<file path="config.mk">
export PLATFORM = sky130hd
export DESIGN_NAME = div32_seq
export DESIGN_NICKNAME = d
export VERILOG_FILES = /design/src/rtl/div_pkg.sv /design/src/rtl/div_step.sv /design/src/rtl/div32_seq.sv
export SDC_FILE = /design/constraint.sdc
export NUM_CORES = 1
export LEC_CHECK = 0
export ABC_AREA = 1
export BUFFER_PORTS_ARGS = -buffer_cell sky130_fd_sc_hd__buf_2
export CORE_MARGIN = 2
export CORE_UTILIZATION = 25
export CTS_CLUSTER_SIZE = 10
export DETAILED_ROUTE_END_ITERATION = 10
export PLACE_DENSITY = 0.45
export SETUP_SLACK_MARGIN = 0.02
export SLEW_MARGIN = 20
export SYNTH_ARGS = -nofsm -noshare
export SYNTH_HDL_FRONTEND = slang
export SYNTH_SLANG_ARGS = --single-unit
</file>
<file path="constraint.sdc">
create_clock -name clk -period 3.74 [get_ports clk]
set_clock_uncertainty 0.1 [all_clocks]
set_input_delay 0.748 -clock clk [delete_from_list [all_inputs] [get_ports clk]]
set_output_delay 0.748 -clock clk [all_outputs]
set_load 0.05 [all_outputs]
</file>
<file path="src/rtl/div_pkg.sv">
// Shared definitions for the sequential restoring divider: default width,
// iteration counter width and the controller state encoding.
package div_pkg;

    localparam int unsigned DIV_WIDTH = 32;
    localparam int unsigned DIV_CNT_W = $clog2(DIV_WIDTH);

    typedef enum logic [1:0] {
        ST_IDLE = 2'd0,
        ST_CALC = 2'd1,
        ST_FIX  = 2'd2,
        ST_DONE = 2'd3
    } div_state_e;

endpackage

</file>
<file path="src/rtl/div_step.sv">
// One combinational restoring-division step: shift {rem,quo} left by one,
// trial-subtract the divisor and keep or restore the partial remainder.
module div_step
    import div_pkg::*;
#(
    parameter int unsigned WIDTH = DIV_WIDTH
) (
    input  logic [WIDTH-1:0] rem,
    input  logic [WIDTH-1:0] quo,
    input  logic [WIDTH-1:0] divisor,
    output logic [WIDTH-1:0] rem_next,
    output logic [WIDTH-1:0] quo_next
);

    logic [WIDTH:0] shifted;
    logic [WIDTH:0] trial;
    logic           fits;

    // rem < divisor on entry, so the trial lies in [-divisor, divisor-1] and
    // WIDTH+1 signed bits are enough; its MSB is the borrow.
    always_comb begin
        shifted  = {rem, quo[WIDTH-1]};
        trial    = shifted - {1'b0, divisor};
        fits     = ~trial[WIDTH];
        rem_next = fits ? trial[WIDTH-1:0] : shifted[WIDTH-1:0];
        quo_next = {quo[WIDTH-2:0], fits};
    end

endmodule

</file>
<file path="src/rtl/div32_seq.sv">
// Iterative DIV/DIVU unit: one quotient bit per clock with a start/busy/done
// handshake; remainder feeds HI, quotient feeds LO.
module div32_seq
    import div_pkg::*;
#(
    parameter int unsigned WIDTH = DIV_WIDTH
) (
    input  logic             clk,
    input  logic             rst_n,
    input  logic             start,
    input  logic             is_signed,
    input  logic [WIDTH-1:0] dividend,
    input  logic [WIDTH-1:0] divisor,
    output logic             busy,
    output logic             done,
    output logic [WIDTH-1:0] quotient,
    output logic [WIDTH-1:0] remainder,
    output logic             div_by_zero
);

    localparam int unsigned CNT_W = (WIDTH == DIV_WIDTH) ? DIV_CNT_W : $clog2(WIDTH);
    localparam logic [CNT_W-1:0] CNT_LAST = CNT_W'(WIDTH - 1);

    div_state_e       state_q, state_d;
    logic [CNT_W-1:0] cnt_q, cnt_d;
    logic [WIDTH-1:0] rem_q, rem_d;
    logic [WIDTH-1:0] quo_q, quo_d;
    logic [WIDTH-1:0] dvsr_q, dvsr_d;
    logic             neg_quo_q, neg_quo_d;
    logic             neg_rem_q, neg_rem_d;
    logic [WIDTH-1:0] quotient_q, quotient_d;
    logic [WIDTH-1:0] remainder_q, remainder_d;
    logic             dbz_q, dbz_d;

    logic [WIDTH-1:0] step_rem, step_quo;

    // The most-negative value maps to 2^(WIDTH-1), which is representable unsigned.
    function automatic logic [WIDTH-1:0] magnitude(input logic [WIDTH-1:0] v,
                                                   input logic             sgn);
        return (sgn && v[WIDTH-1]) ? ('0 - v) : v;
    endfunction

    div_step #(
        .WIDTH(WIDTH)
    ) u_step (
        .rem     (rem_q),
        .quo     (quo_q),
        .divisor (dvsr_q),
        .rem_next(step_rem),
        .quo_next(step_quo)
    );

    always_ff @(posedge clk or negedge rst_n) begin
        if (!rst_n) begin
            state_q     <= ST_IDLE;
            cnt_q       <= '0;
            rem_q       <= '0;
            quo_q       <= '0;
            dvsr_q      <= '0;
            neg_quo_q   <= 1'b0;
            neg_rem_q   <= 1'b0;
            quotient_q  <= '0;
            remainder_q <= '0;
            dbz_q       <= 1'b0;
        end else begin
            state_q     <= state_d;
            cnt_q       <= cnt_d;
            rem_q       <= rem_d;
            quo_q       <= quo_d;
            dvsr_q      <= dvsr_d;
            neg_quo_q   <= neg_quo_d;
            neg_rem_q   <= neg_rem_d;
            quotient_q  <= quotient_d;
            remainder_q <= remainder_d;
            dbz_q       <= dbz_d;
        end
    end

    always_comb begin
        state_d     = state_q;
        cnt_d       = cnt_q;
        rem_d       = rem_q;
        quo_d       = quo_q;
        dvsr_d      = dvsr_q;
        neg_quo_d   = neg_quo_q;
        neg_rem_d   = neg_rem_q;
        quotient_d  = quotient_q;
        remainder_d = remainder_q;
        dbz_d       = dbz_q;

        case (state_q)
            ST_IDLE: begin
                if (start) begin
                    dvsr_d    = magnitude(divisor, is_signed);
                    quo_d     = magnitude(dividend, is_signed);
                    rem_d     = '0;
                    cnt_d     = '0;
                    neg_quo_d = is_signed & (dividend[WIDTH-1] ^ divisor[WIDTH-1]);
                    neg_rem_d = is_signed & dividend[WIDTH-1];
                    if (divisor == '0) begin
                        quotient_d  = '1;
                        remainder_d = dividend;
                        dbz_d       = 1'b1;
                        state_d     = ST_DONE;
                    end else begin
                        state_d = ST_CALC;
                    end
                end
            end
            ST_CALC: begin
                rem_d = step_rem;
                quo_d = step_quo;
                cnt_d = cnt_q + 1'b1;
                if (cnt_q == CNT_LAST) begin
                    state_d = ST_FIX;
                end
            end
            ST_FIX: begin
                quotient_d  = neg_quo_q ? ('0 - quo_q) : quo_q;
                remainder_d = neg_rem_q ? ('0 - rem_q) : rem_q;
                dbz_d       = 1'b0;
                state_d     = ST_DONE;
            end
            ST_DONE: begin
                state_d = ST_IDLE;
            end
            default: begin
                state_d = ST_IDLE;
            end
        endcase
    end

    assign busy        = (state_q == ST_CALC) || (state_q == ST_FIX);
    assign done        = (state_q == ST_DONE);
    assign quotient    = quotient_q;
    assign remainder   = remainder_q;
    assign div_by_zero = dbz_q;

endmodule

</file>
==> Word level (Yosys, flattened, before mapping) <==
Index checks and enable logic that the tools add are counted.
{ "totals": {"ff_bits": 170, "latch_bits": 0, "mem_bits_rw": 0, "rom_bits": 0, "in_bits": 68, "output_inout_bits": 67, "elab_cells": 62, "memories": 0} }
{ "classes": {"addsub": 6, "mul": 0, "div_mod_pow": 0, "magnitude_cmp": 0, "eq_ne": 7, "shifts": 0, "mux": 24, "n_bitwise": 4, "n_reduce_logical": 11} }
{ "op_table": {"columns": ["cell", "n"], "rows": [
  ["$mux 32", 11],
  ["$pmux 32 s2", 4],
  ["$sub 1x32->32 const A", 4],
  ["$sub 33x32->33", 1],
  ["$logic_not 32->1", 1],
  ["$pmux 5 s2", 1],
  ["$pmux 2 s4", 1],
  ["$mux 2", 3],
  ["$ne 2x2->1 const B", 3],
  ["$reduce_and 2->1", 3],
  ["$add 5x1->5 const B", 1],
  ["$eq 5x5->1 const B", 1],
  ["$mux 5", 1],
  ["$eq 2x2->1 const B", 2],
  ["$reduce_bool 2->1", 2],
  ["$reduce_and 3->1", 1],
  ["$and 1x1->1", 2],
  ["$eq 2x1->1 const B", 1],
  ["$logic_and 1x1->1", 2],
  ["$logic_not 2->1", 1],
  ["$mux 1", 2],
  ["$pmux 1 s2", 1],
  ["$logic_or 1x1->1", 1],
  ["$not 1->1", 1],
  ["$xor 1x1->1", 1]
]} }

==> Depth between registers and ports, before layout <==
{ "depth": {"ltp_word": 4, "depth_mapped": 18, "depth_no_buf": 17} }

==> Hierarchy <==
From an unflattened synthesis, not the netlist that was laid out.
{ "unflattened": {"hier_cells": 2379, "area_unflattened_um2": 14223.6} }
{ "by_module_without_submodules": {"columns": ["module", "n_inst", "cells_each", "area_each_um2", "seq_area_each_um2"], "rows": [
  ["div32_seq", 1, 1667, 10832.9, 4254.1],
  ["div_step", 1, 712, 3390.8, 0.0]
]} }

==> Worst setup path before layout <==
Ideal clock, no wire load.
{ "synth_path": {"kind": "register to register", "start": "register quo_q[31]", "end": "register rem_q[11]", "setup_ns": 0.118, "arrival_time_ns": 2.061, "t_required_ns": 3.522, "slack_ns": 1.461, "stages_incl_launch_ff": 19, "n_path_buf": 1, "synth_period_minus_slack_ns": 2.279, "cell_sequence": "dfrtp_1 inv_1 ha_1 fa_1 inv_1 nand2_1 nand2_1 nand3_1 nand2_2 nand2_2 nand2_4 nand2_4 nand2_4 nand2_4 nand2_8 buf_12 nand2_2 nand3_1 nand2_1"} }
{ "synth_via": {"elab_chain_cells": 3} }
{ "synth_lines": {"columns": ["element", "line", "rtl"], "rows": [
  ["start, declared", "div32_seq.sv:27", "logic [WIDTH-1:0] quo_q, quo_d;"],
  ["start signal, assigned", "div32_seq.sv:69", "quo_q <= quo_d;"],
  ["$sub 33x32->33", "div_step.sv:23", "trial = shifted - {1'b0, divisor};"],
  ["$mux 32", "div_step.sv:25", "rem_next = fits ? trial[WIDTH-1:0] : shifted[WIDTH-1:0];"],
  ["$pmux 32 s2", "div32_seq.sv:91", "case (state_q)"],
  ["end signal, assigned", "div32_seq.sv:68", "rem_q <= rem_d;"],
  ["end, declared", "div32_seq.sv:26", "logic [WIDTH-1:0] rem_q, rem_d;"]
]} }
No other way between the ends.
A chain may end at the register's enable or synchronous reset.

==> Worst setup path after layout <==
{ "layout_path": {"start": "register rem_q[22]", "end": "register rem_q[31]"} }
{ "layout_via": {"elab_chain_cells": 3} }
{ "layout_lines": {"columns": ["element", "line"], "rows": [
  ["$sub 33x32->33", "div_step.sv:23"],
  ["$mux 32", "div_step.sv:25"],
  ["$pmux 32 s2", "div32_seq.sv:91"]
]} }
No other way between the ends.

==> results.md <==
- Synthesized cell area: 13,900 um^2
- Final #Nets: 2,429
- CTS buffer count: 17
- Drt total wl: 53,800 um
- CP endpoint kind: flop
- Die H: 240 um
- Critical path data required time: 4.01 ns
- Critical path arrival: 3.06 ns
- Setup crit start: rem_q[22]
- Worst VDD drop: 407 uV
- Mapped Avg Cell Area: 6.26 um^2
- IO Port Bufs: 134
- Unrepaired setup endpoints after global routing: false
- Yosys Warn Count: 0
- Met1 WL: 25,800 um
- Synth Net Count: 2,327
- Post-CTS Setup Repair Bufs: 0
- Drt wl/cell: 17.5 um
- Worst rel slew slack: 38.9%
- CTS HTree Levels: 4
- Cells along the critical path: ha_1 -> nand2_1 -> inv_2 -> nand2_1 -> nand2_1 -> inv_1 -> nand2_1 -> a21oi_4 -> nand3_4 -> nand2_8 -> nand2_1 -> nand3_1 -> nand2_1
- Setup TNS: 0 ns
- Post-synth top area share: 30.7%
- Maximum clock rate: 358 MHz
- Reg-to-Reg End: rem_q[31]
- Distinct cells, synth: 49
- Launch point of the worst reg-to-reg path: rem_q[22]
- Area grow syn2layout: 14.7%
- Core area: 55,000 um^2
- # placed instances: 3,047
- Post-route non-filler standard cell count: 3,081
- Startpoint types: flop
- Clock slew at reported path FFs: 0.08 ns
- First-pass GRT wire length: 82,100 um
- Layout cells sized above 1: 10.5%
- Fill count: 6,295
- Reg2reg path depth: 13
- Hpwl dp: 43,500 um
- Clock Latency Late Sink: 0.49 ns
- Dominant synthesized flop cell: dfrtp_1
- Vias in the first global route: 13,900
- Synth area leader: dfrtp_1
- # IOs: 135
- Critical path's largest stage delay: 0.52 ns
- CTS tree: yes
- Max Used Layer: met4
- PwrDens: 968 nW/um^2
- Chip width: 240 um
- Status: complete, no violations
- Worst hold slack: 0.147 ns
- Fin. Hold Viols: 0
- Flops & latches, synth: 170
- Cell Rows: 86
- Metal3 WL: 2100 um
- CTS Buffer Depth: 2
- Die area: 57,400 um^2
- Initial Util: 25.2%
- DR vias: 14,300
- Post-cts hold buffer count: 0
- Placer Congestion: 0.897
- Drt pass-1 iters: 5
- Worst slew pin tran: 0.915 ns
- Leakage: 8.24 nW
- # resized after CTS: 0
- Iter 0 DRT Violations: 893
- EDFF count, synth: 0
- Final period demand of the worst path: 2.79 ns
- Post-route ant nets: 0
- Met2 WL: 24,900 um
- Worst min-delay path class: input port to async pin
- Cells after synthesis: 2,216
- Vias per cell: 4.64
- Asr flop ratio synth: 100%
- Final Setup Violations: 0
- Seq/Total Area, Yosys: 30.7%
- Max Cap Viol: 0
- Antenna violations before repair: 1
- Reg2Reg Setup Slack: 0.95 ns
- CP max FO: 27
- Largest net degree at the start of global routing: 65
- Setup CP Type: flop to flop
- # clock sinks: 170
- Grt ovf: 0
- Top cells by area, synth: dfrtp_1 31%, nand2_1 18%, nand3_1 8.3%, inv_1 8.0%, nor2_1 6.8%
- Tcrit/Tclk final: 74.6%
- GRT Util Overall: 19.0%
- Final slew viol count: 0
- Crit-path most repeated cell: nand2_1
- Critical path's slowest cell: dfrtp_1
- CTS root buf: clkbuf_16
- DRC: 0
-- where the power goes --
part | switching [mW] | internal [mW] | leakage (nW)
clock | 0.920 | 0.976 | 0.299
sequential | 0.782 | 2.62 | 2.08
combinational | 7.22 | 2.88 | 5.86
total | 8.93 | 6.48 | 8.24
-- kinds of logic (layout without fill, tap and decap cells) --
kind of cell	count (synthesis)	after routing	synth area share [%]
XOR/XNOR	72	72	4.55
flip-flops	170	170	30.7
adder cells (fa/ha/maj)	43	43	3.93
AO/OA/AOI/OAI	283	283	11.2
AND/OR/NAND/NOR	1273	1273	38.8
buffers and inverters	375	490	10.8
other	0	2	0
-- final cells by class --
class	instances	area (um^2)	share of cell area (%)
diodes	2	5.00	0.0314
clock buffers	18	439	2.76
clock inverters	14	174	1.09
inverters	306	1150	7.22
multi-input cells	1671	8120	51.0
flip-flops and latches	170	4250	26.7
well taps	748	936	5.88
repair buffers	152	837	5.26
-- metal layers --
layer	vias to the layer above	global-route usage [%]
met2	329	31.6
met1	6667	25.6
met5	-	0
li1	7266	-
met3	45	2.40
met4	0	5.63
-- layout by cell type (no fill, tap or decap), types with 5 or more instances in the layout --
master | synthesis | routed
nand2_1 | 682 | 682
inv_1 | 296 | 296
nor2_1 | 250 | 249
nand3_1 | 231 | 231
dfrtp_1 | 170 | 170
buf_2 | 9 | 133
o21ai_0 | 124 | 124
a21oi_1 | 92 | 92
xor2_1 | 57 | 57
ha_1 | 42 | 41
nand2_2 | 28 | 28
nand4_1 | 25 | 25
o211ai_1 | 23 | 23
nor3_1 | 21 | 21
clkbuf_16 | 0 | 17
buf_4 | 8 | 16
xnor2_1 | 15 | 15
o21ai_1 | 15 | 14
inv_2 | 9 | 9
nand3b_1 | 8 | 8
a31oi_1 | 6 | 6
o21bai_1 | 6 | 6
or2_2 | 5 | 5
nor2_2 | 4 | 5
inv_8 | 0 | 5
-- cell usage after synthesis (2+ instances only) --
master	number
ha_1	42
a21oi_2	2
nand2_4	4
a31oi_1	6
nor3b_1	2
buf_12	2
o21ai_0	124
clkbuf_1	40
buf_2	9
inv_2	9
xor2_1	57
o21ai_1	15
nor3_1	21
o221ai_1	3
inv_1	296
a21oi_1	92
buf_6	3
nor2_2	4
buf_4	8
o211ai_1	23
nand4_1	25
nand2_2	28
o22ai_1	3
nand2_1	682
o31ai_1	2
nor4_1	4
and2_1	4
xnor2_1	15
nor2_1	250
nand3b_1	8
nand3_1	231
dfrtp_1	170
buf_1	7
o21bai_1	6
or2_2	5
-- worst max-delay path, delay by kind of cell, from the launching register on --
family | cells | cell delay (ns)
and+or+nand+nor | 9 | 1.27
DFF | 1 | 0.52
AOI/OAI and AO/OA | 1 | 0.24
buffers and inverters | 2 | 0.10
adders and majority gates | 1 | 0.42
-- flip-flops by register name, indices dropped and copies added, names as in the netlist --
| signal | count |
|---|---|
| quo_q | 32 |
| rem_q | 32 |
| remainder | 32 |
| neg_rem_q | 1 |
| quotient | 32 |
| state_q | 2 |
| dvsr_q | 32 |
| neg_quo_q | 1 |
| div_by_zero | 1 |
| cnt_q | 5 |
-- worst max path at each step --
| stage | cells after the start | slack, ns | endpoint |
|---|---|---|---|
| 2_1_floorplan | 18 | 1.46 | rem_q[11] |
| 3_3_place_gp | 8 | 0.79 | quo_q[17] |
| 3_5_place_dp | 12 | 0.79 | quo_q[24] |
| 4_1_cts | 13 | 0.95 | rem_q[31] |
| 5_1_grt | 13 | 0.73 | rem_q[7] |
| 6_report | 13 | 0.95 | rem_q[31] |
-- stage by stage --
stage               utilization [%]  area [um^2]  setup slack [ns]  power (mW)
floorplan                         -        13900              1.46        10.6
global placement               27.8        15300             0.793        13.5
detailed placement             27.8        15300             0.786        13.6
CTS                            28.9        15900             0.955        15.5
global route                   28.9        15900             0.728        16.8
finish                         28.9        15900             0.949        15.4
Power figures use the tool's default switching activity.
